[config.mk]
export PLATFORM = sky130hd
export DESIGN_NAME = divider16bit8_flat
export DESIGN_NICKNAME = d
export VERILOG_FILES = /design/src/rtl/divider_pkg.sv /design/src/rtl/divider16bit8_if.sv /design/src/rtl/div_step.sv /design/src/rtl/divider16bit8.sv /design/src/flat_wrapper.sv
export SDC_FILE = /design/constraint.sdc
export NUM_CORES = 1
export LEC_CHECK = 0
export ABC_CLOCK_PERIOD_IN_PS = 2500
export CAP_MARGIN = 20
export CORE_ASPECT_RATIO = 1.4
export CORE_MARGIN = 3
export CORE_UTILIZATION = 53
export DETAILED_ROUTE_END_ITERATION = 10
export GPL_TIMING_DRIVEN = 0
export PLACE_DENSITY = 0.77
export SLEW_MARGIN = 10
export SYNTH_ARGS = -nofsm -noshare
export SYNTH_HDL_FRONTEND = slang
export SYNTH_SLANG_ARGS = --single-unit
[constraint.sdc]
create_clock -name clk -period 2.5 [get_ports clk]
set_input_delay 0.5 -clock clk [delete_from_list [all_inputs] [get_ports clk]]
set_output_delay 0.5 -clock clk [all_outputs]
set_load 0.02 [all_outputs]
[src/rtl/divider_pkg.sv]
// divider_pkg: shared state encoding and default widths for the iterative divider.
package divider_pkg;
    localparam int DW_DEF = 16;
    localparam int VW_DEF = 8;
    localparam logic [DW_DEF-1:0] DBZ_QUOTIENT = '1;
    typedef enum logic [1:0] {IDLE, RUN, DONE} state_t;
endpackage

[src/rtl/divider16bit8_if.sv]
// divider16bit8_if: start/busy/done request bus carrying operands and results.
interface divider16bit8_if import divider_pkg::*; #(
    parameter int DW = DW_DEF,
    parameter int VW = VW_DEF
);
    logic          start;
    logic [DW-1:0] dividend;
    logic [VW-1:0] divisor;
    logic          busy;
    logic          done;
    logic [DW-1:0] quotient;
    logic [VW-1:0] remainder;
    logic          div_by_zero;
    modport master (output start, dividend, divisor,
                    input  busy, done, quotient, remainder, div_by_zero);
    modport slave  (input  start, dividend, divisor,
                    output busy, done, quotient, remainder, div_by_zero);
endinterface

[src/rtl/div_step.sv]
// div_step: one combinational restoring-division iteration.
module div_step #(
    parameter int VW = 8
) (
    input  logic [VW-1:0] i_pr,
    input  logic          i_bit,
    input  logic [VW-1:0] i_divisor,
    output logic [VW-1:0] o_pr,
    output logic          o_qbit
);
    // One extra bit so the shifted partial remainder can never overflow.
    logic [VW:0] w_pr;
    logic [VW:0] w_diff;
    assign w_pr   = {i_pr, i_bit};
    assign w_diff = w_pr - {1'b0, i_divisor};
    assign o_qbit = w_pr >= {1'b0, i_divisor};
    assign o_pr   = o_qbit ? w_diff[VW-1:0] : w_pr[VW-1:0];
endmodule

[src/rtl/divider16bit8.sv]
// divider16bit8: iterative unsigned restoring divider, one quotient bit per clock.
module divider16bit8 import divider_pkg::*; #(
    parameter int DW = DW_DEF,
    parameter int VW = VW_DEF
) (
    input logic            clk,
    input logic            rst,
    divider16bit8_if.slave bus
);
    localparam int CW = $clog2(DW);
    localparam logic [CW-1:0] LAST = CW'(DW - 1);
    state_t        r_state;
    logic [DW-1:0] r_shift;
    logic [DW-1:0] r_quotient;
    logic [VW-1:0] r_pr;
    logic [VW-1:0] r_divisor;
    logic [VW-1:0] r_remainder;
    logic [CW-1:0] r_cnt;
    logic          r_dbz;
    logic [VW-1:0] w_pr_nxt;
    logic          w_qbit;
    // Dividend bits leave at the top of r_shift while quotient bits enter at the bottom.
    div_step #(.VW(VW)) u_step (
        .i_pr(r_pr),
        .i_bit(r_shift[DW-1]),
        .i_divisor(r_divisor),
        .o_pr(w_pr_nxt),
        .o_qbit(w_qbit)
    );
    always_ff @(posedge clk or negedge rst) begin
        if (!rst) begin
            r_state     <= IDLE;
            r_shift     <= '0;
            r_quotient  <= '0;
            r_pr        <= '0;
            r_divisor   <= '0;
            r_remainder <= '0;
            r_cnt       <= '0;
            r_dbz       <= 1'b0;
        end else begin
            case (r_state)
                IDLE: if (bus.start) begin
                    if (bus.divisor != '0) begin
                        r_shift   <= bus.dividend;
                        r_divisor <= bus.divisor;
                        r_pr      <= '0;
                        r_cnt     <= '0;
                        r_dbz     <= 1'b0;
                        r_state   <= RUN;
                    end else begin
                        r_quotient  <= DBZ_QUOTIENT;
                        r_remainder <= bus.dividend[VW-1:0];
                        r_dbz       <= 1'b1;
                        r_state     <= DONE;
                    end
                end
                RUN: begin
                    r_pr    <= w_pr_nxt;
                    r_shift <= {r_shift[DW-2:0], w_qbit};
                    r_cnt   <= r_cnt + 1'b1;
                    if (r_cnt == LAST) begin
                        r_quotient  <= {r_shift[DW-2:0], w_qbit};
                        r_remainder <= w_pr_nxt;
                        r_state     <= DONE;
                    end
                end
                default: r_state <= IDLE;
            endcase
        end
    end
    assign bus.busy        = r_state == RUN;
    assign bus.done        = r_state == DONE;
    assign bus.quotient    = r_quotient;
    assign bus.remainder   = r_remainder;
    assign bus.div_by_zero = r_dbz;
endmodule

[src/flat_wrapper.sv]
// flat-port wrapper written by rule: the top's interface ports become plain ports
module divider16bit8_flat import divider_pkg::*;
#(
    parameter int DW = DW_DEF,
    parameter int VW = VW_DEF
)
  (clk, rst, bus_start, bus_dividend, bus_divisor, bus_busy, bus_done, bus_quotient, bus_remainder, bus_div_by_zero);
  divider16bit8_if #(.DW(DW), .VW(VW)) bus_i ();
  input logic clk;
  input logic rst;
  input wire logic [$bits(bus_i.start)-1:0] bus_start;
  input wire logic [$bits(bus_i.dividend)-1:0] bus_dividend;
  input wire logic [$bits(bus_i.divisor)-1:0] bus_divisor;
  output wire logic [$bits(bus_i.busy)-1:0] bus_busy;
  output wire logic [$bits(bus_i.done)-1:0] bus_done;
  output wire logic [$bits(bus_i.quotient)-1:0] bus_quotient;
  output wire logic [$bits(bus_i.remainder)-1:0] bus_remainder;
  output wire logic [$bits(bus_i.div_by_zero)-1:0] bus_div_by_zero;
  assign bus_i.start = bus_start;
  assign bus_i.dividend = bus_dividend;
  assign bus_i.divisor = bus_divisor;
  assign bus_busy = bus_i.busy;
  assign bus_done = bus_i.done;
  assign bus_quotient = bus_i.quotient;
  assign bus_remainder = bus_i.remainder;
  assign bus_div_by_zero = bus_i.div_by_zero;
  divider16bit8 #(.DW(DW), .VW(VW)) u_core (.clk(clk), .rst(rst), .bus(bus_i));
endmodule
==> qor.yml, run 1 <==
run_status:
  status: "complete, no violations"
placement:
  dpl.cell_count: 458
  io_buffers: 53
  dp_hpwl_mm: 5.69
  place_area_um2: 3700
  routabilityCongestion: 0.837
sta:
  setup_viol: 0
  fin_crit_sh: 0.943
  finClkSkew_ns: 0.00934
  rsz0062_at_grt: "no"
  finalMaxSlewViolations: 0
  timing.final.crit_period_ns: 2.36
  report.final.hold_viol_count: 0
  whs_ns: 0.250
  tightestPinTransition_ns: 0.786
  relSlewSlack: 0.476
  fin_setup_tns_ns: 0
  fmax_mhz: 424
final_layout:
  multiInputGateArea_um2: 1400
  n_antenna_cell: 0
  area_growth_syn_to_layout_pct: 26.8
  register_area_um2: 1580
  fin_area_um2: 3920
  nNetsFinal: 437
  fillerInstances: 460
  final_cells: 473
  drive_above_1_share: 0.0963
clocking:
  clkTransAtPathRegs_ns: 0.07
  cts_root_buf: "clkbuf_8"
  cts_sinks: 63
  clk_latency_ns: 0.33
  cts_hold_buf: 0
  htree_levels: 3
  tritoncts: "yes"
  numCtsBuffers: 9
  clock_path_buffers: 2
synth:
  avgSynthCellArea_um2: 9.17
  yosysTopAreaCell: "dfrtp_1"
  synth_area_leaders: "dfrtp_1 (51%), nor2_1 (8.0%), nand2_1 (6.8%), a21oi_1 (4.2%), a31oi_1 (3.8%)"
  synth_most_common_cell: "nor2_1"
  synth-async-reset-ratio: 1.00
  ys_types: 53
  synthTopCellsByCount: "nor2_1 (66), dfrtp_1 (63), nand2_1 (56)"
  yosys.area.top_type_share: 0.510
  syn_nets: 374
  yosys_register_bits: 63
  synth_top_flop_cell: "dfrtp_1"
  seq_area_frac_synth: 0.510
  syn_inst: 337
  syn_area_um2: 3090
  synth_edf_count: 0
  yosysWarningCount: 0
critical_path:
  worstPathRequired_ns: 2.00
  r2r_slack_ns: 0.18
  crit_path_end_kind: "primary output"
  crit_path_max_fanout: 19
  critPathLaunchType: "flip-flop"
  crit_type: "flip-flop to primary output"
  cp.arrival_ns: 1.86
  reg2reg_depth: 10
  reg2reg_from: "u_core.r_shift[15]"
  r2r_end: "u_core.bus.remainder[6]"
pwr:
  p_leak_nw: 1.69
  powerDensity_nw_per_um2: 1490
  p_total_mw: 5.85
  irDropWorstVdd_mv: 0.964
global_route:
  overflow: 0
  antenna_found_initial: 0
  grt_pass1_wl_mm: 12.8
  grt_usage: 0.242
  grt_pass1_vias: 2694
  grt_start_max_net_pins: 64
routing:
  avgViaCountPerCell: 5.66
  post_drt_wl_per_cell_um: 16.4
  dr.pass1.iters: 4
  ant_nets: 0
  vias: 2675
  drtIter0Drc: 235
  routed_wl_mm: 7.77
  remaining_drc_errors: 0
die:
  io_pins: 54
  core-area_um2: 5570
  rows: 32
  die_w_um: 70.5
  start_util: 0.555
  dieArea_um2: 6790
  die_h_um: 96.3
flow_run:
  maxCapViolations: 0
min_path:
  min_path_type: "input port to asynchronous set/reset pin"
per-layer routing:
| metal | global-route usage | vias to the layer above | wire, um |
|---|---|---|---|
| met5 | 0 | - | 0 |
| met3 | 0.0439 | 14 | 326 |
| met1 | 0.287 | 1299 | 3170 |
| met2 | 0.435 | 80 | 4120 |
| li1 | - | 1282 | - |
| met4 | 0.0911 | 0 | 147 |
power breakdown:
part | internal (mW) | switching [mW]
clock network | 0.544 | 0.378
registers | 1.51 | 0.334
logic | 1.35 | 1.74
critical path, stage by stage, from the launching register on:
cell and delay (ns):
dfrtp_1 0.44, nand2b_2 0.29, clkinv_4 0.17, clkdlybuf4s50_1 0.62
state kept, by name, summed over array words and instances (netlist names):
register and flops:
u_core.r_state 2, u_core.bus.remainder 8, u_core.bus.div_by_zero 1, u_core.r_cnt 4, u_core.r_divisor 8, u_core.bus.quotient 16, u_core.r_pr 8, u_core.r_shift 16
stage by stage:
step | worst slack (ns) | utilization
2_1_floorplan | 0.469 | -
3_3_place_gp | -1.07 | 0.666
3_5_place_dp | -0.0510 | 0.665
4_1_cts | 0.0545 | 0.703
5_1_grt | 0.0518 | 0.704
6_report | 0.142 | 0.704
how the worst max path moves through the flow:
stage                               to               start  slack (ns)
6_report                      bus_busy   u_core.r_state[1]        0.14
4_1_cts                       bus_busy   u_core.r_state[1]        0.05
3_3_place_gp       u_core.r_divisor[4]                 rst       -1.07
5_1_grt                       bus_busy   u_core.r_state[1]        0.05
3_5_place_dp                  bus_busy   u_core.r_state[1]       -0.05
2_1_floorplan  u_core.bus.remainder[4]  u_core.r_shift[15]        0.47
cell usage in the layout, fill, tap and decap left out, drive strengths merged, types with 9 or more instances in the layout:
| master | n |
|---|---|
| a21oi | 27 |
| a31oi | 19 |
| buf | 10 |
| clkbuf | 19 |
| clkdlybuf4s50 | 52 |
| dfrtp | 63 |
| ha | 9 |
| inv | 10 |
| nand2 | 57 |
| nor2 | 66 |
| o21ai | 14 |
repair_timing:
item | 4_1_cts | 5_1_grt
setup endpoints to repair | 1 | 1
gates resized for setup | 2 | 1
setup buffers | 0 | 0
layout make-up:
| class | instances | area share |
|---|---|---|
| repair buffers | 53 | 0.135 |
| plain buffers | 14 | 0.0179 |
| flip-flops and latches | 63 | 0.403 |
| clock inverters | 2 | 0.00958 |
| clock buffers | 14 | 0.0441 |
| well taps | 68 | 0.0217 |
| multi-input cells | 248 | 0.358 |
| inverters | 11 | 0.0118 |
cells by family (layout without fill, tap and decap cells):
kind of cell               after synthesis  count (layout)  synth area share
adders and majority gates               10              10            0.0429
AOI/OAI and AO/OA                       86              86             0.182
buffers and inverters                   26              94            0.0373
xor gates and xnor gates                 5               5            0.0142
muxes                                    4               4            0.0150
DFF                                     63              63             0.510
and+or+nand+nor                        143             143             0.198
(Power assumes the default switching activity.)
==> inputs of run 2 (changes only) <==
ABC_CLOCK_PERIOD_IN_PS = 1900   (was 2500)
CORE_ASPECT_RATIO = 0.6   (was 1.4)
CORE_UTILIZATION = 48   (was 53)
PLACE_DENSITY = 0.74   (was 0.77)
clock period = 1.9 ns   (was 2.5 ns; I/O delays follow)
==> qor.yml, run 2 (same netlist as run 1, synthesis figures left out) <==
sta:
  rsz0062_at_grt: "yes"
  setup_ws_ns: -0.236
  finalMaxSlewViolations: 0
  setup_viol: 13
  relSlewSlack: 0.485
  report.final.hold_viol_count: 0
  fin_crit_sh: 1.12
  finClkSkew_ns: 0.0109
  timing.final.crit_period_ns: 2.14
  fmax_mhz: 468
  tightestPinTransition_ns: 0.773
clocking:
  numCtsBuffers: 9
  clk_latency_ns: 0.36
  cts_hold_buf: 0
  cts_sinks: 63
  clkTransAtPathRegs_ns: 0.07
  htree_levels: 3
  tritoncts: "yes"
  clock_path_buffers: 2
  cts_root_buf: "clkbuf_8"
critical_path:
  reg2reg_from: "u_core.r_shift[15]"
  critPathLaunchType: "flip-flop"
  cp.arrival_ns: 2.35
  crit_path_end_kind: "flip-flop"
  crit_path_max_fanout: 3
  r2r_slack_ns: -0.24
  r2r_end: "u_core.bus.remainder[6]"
  worstPathRequired_ns: 2.12
  crit_type: "flip-flop to flip-flop"
  reg2reg_depth: 10
placement:
  routabilityCongestion: 0.834
  dpl.cell_count: 470
  io_buffers: 53
  dp_hpwl_mm: 5.84
die:
  dieArea_um2: 7470
  rows: 21
  io_pins: 54
  die_h_um: 68.1
  core-area_um2: 5890
  start_util: 0.525
  die_w_um: 110
global_route:
  top_usage_layer: "met2"
  grt.met1_usage: 0.366
  grt_start_max_net_pins: 64
  grt_pass1_vias: 2752
  gr-usage-met3: 0.0660
  grt_usage: 0.252
  antenna_found_initial: 0
  grt_pass1_wl_mm: 13.9
  grt_util_met2: 0.367
  overflow: 0
final_layout:
  drive_above_1_share: 0.237
  final_common_cell: "nor2_1"
  n_antenna_cell: 0
  final_cells: 506
  area_growth_syn_to_layout_pct: 40.8
  final_cell_mix: "nor2_1 (64), dfrtp_1 (60), nand2_1 (55)"
  nNetsFinal: 458
pwr:
  irDropWorstVdd_mv: 0.941
  p_total_mw: 9.16
  powerDensity_nw_per_um2: 2110
  p_leak_nw: 1.84
routing:
  remaining_drc_errors: 0
  vias: 2870
  routed_wl_mm: 8.66
  avgViaCountPerCell: 5.67
  drtIter0Drc: 148
  dr.pass1.iters: 5
  post_drt_wl_per_cell_um: 17.1
  ant_nets: 0
flow_run:
  maxCapViolations: 0
run_status:
  status: "complete, but fails checks"
  violations: "setup timing"
min_path:
  min_path_type: "input port to asynchronous set/reset pin"
run 2: cell types whose count changed in the layout (fill, tap and decap cells not counted), moves of 3 or more:
cell      before  now
a21oi_1       26   22
buf_4          2   22
clkbuf_1       7    1
clkbuf_2       0    3
clkbuf_4       0    3
dfrtp_1       63   60
dfrtp_2        0    3
ha_1           9    3
ha_4           0    5
inv_1         10    4
inv_2          0    6
run 2: worst max-delay path, cell delays in order, from the launching register on:
cell      delay (ns)
dfrtp_1         0.42
inv_2           0.09
ha_4            0.13
inv_2           0.03
fa_2            0.35
a21o_4          0.22
a21oi_4         0.11
o21bai_1        0.09
a21oi_1         0.18
xor2_1          0.25
a31oi_1         0.12
run 2: metrics by stage:
| step | area (um^2) | utilization | setup slack, ns | setup TNS, ns | hold slack (ns) |
|---|---|---|---|---|---|
| 6_report | 4350 | 0.739 | -0.236 | -1.41 | 0.0975 |
| 5_1_grt | 4350 | 0.739 | -0.313 | -2.95 | 0.160 |
| 4_1_cts | 4190 | 0.712 | -0.196 | -1.48 | 0.126 |
| 3_5_place_dp | 3740 | 0.636 | -0.534 | -20.42 | 0.474 |
| 3_3_place_gp | 3740 | 0.636 | -1.56 | -115.74 | 0.473 |
| 2_1_floorplan | 3110 | - | -0.0252 | -0.0252 | 0.0844 |
run 2: repair_timing:
action,CTS,global route
buffers inserted,12,7
endpoints found under the hold margin,0,0
cloned,1,0
pin swaps,7,7
gates resized for setup,31,31
endpoints found under the setup margin,46,51
run 2: area by class of cell:
class                   count  area [um^2]
plain buffers              15         93.8
fillers                   424         1540
clock buffers              11          151
inverters                  11         46.3
flip-flops and latches     63         1580
well taps                  80          100
clock inverters             5         80.1
repair buffers             73          674
multi-input cells         248         1620
run 2: how the worst max path moves through the flow:
stage                         endpoint  slack, ns          startpoint  depth (start not counted)
2_1_floorplan  u_core.bus.remainder[4]      -0.03  u_core.r_shift[15]                          9
3_3_place_gp   u_core.bus.quotient[11]      -1.56                 rst                          1
3_5_place_dp                  bus_busy      -0.53   u_core.r_state[1]                          4
4_1_cts        u_core.bus.remainder[6]      -0.20  u_core.r_shift[15]                         10
5_1_grt        u_core.bus.remainder[6]      -0.31  u_core.r_shift[15]                         10
6_report       u_core.bus.remainder[6]      -0.24  u_core.r_shift[15]                         10
run 2: per-layer routing:
metal	routed length [um]	up-vias	part of all wire
met1	4190	1394	0.48
li1	-	1334	-
met5	0	-	0
met2	3650	131	0.42
met3	723	11	0.083
met4	95	0	0.011
run 2: power by group:
group / total, mW / internal (mW) / leakage, nW / switching [mW]
clock network: 1.36 / 0.807 / 0.112 / 0.549
logic: 5.33 / 2.55 / 1.02 / 2.78
registers: 2.48 / 1.98 / 0.711 / 0.491
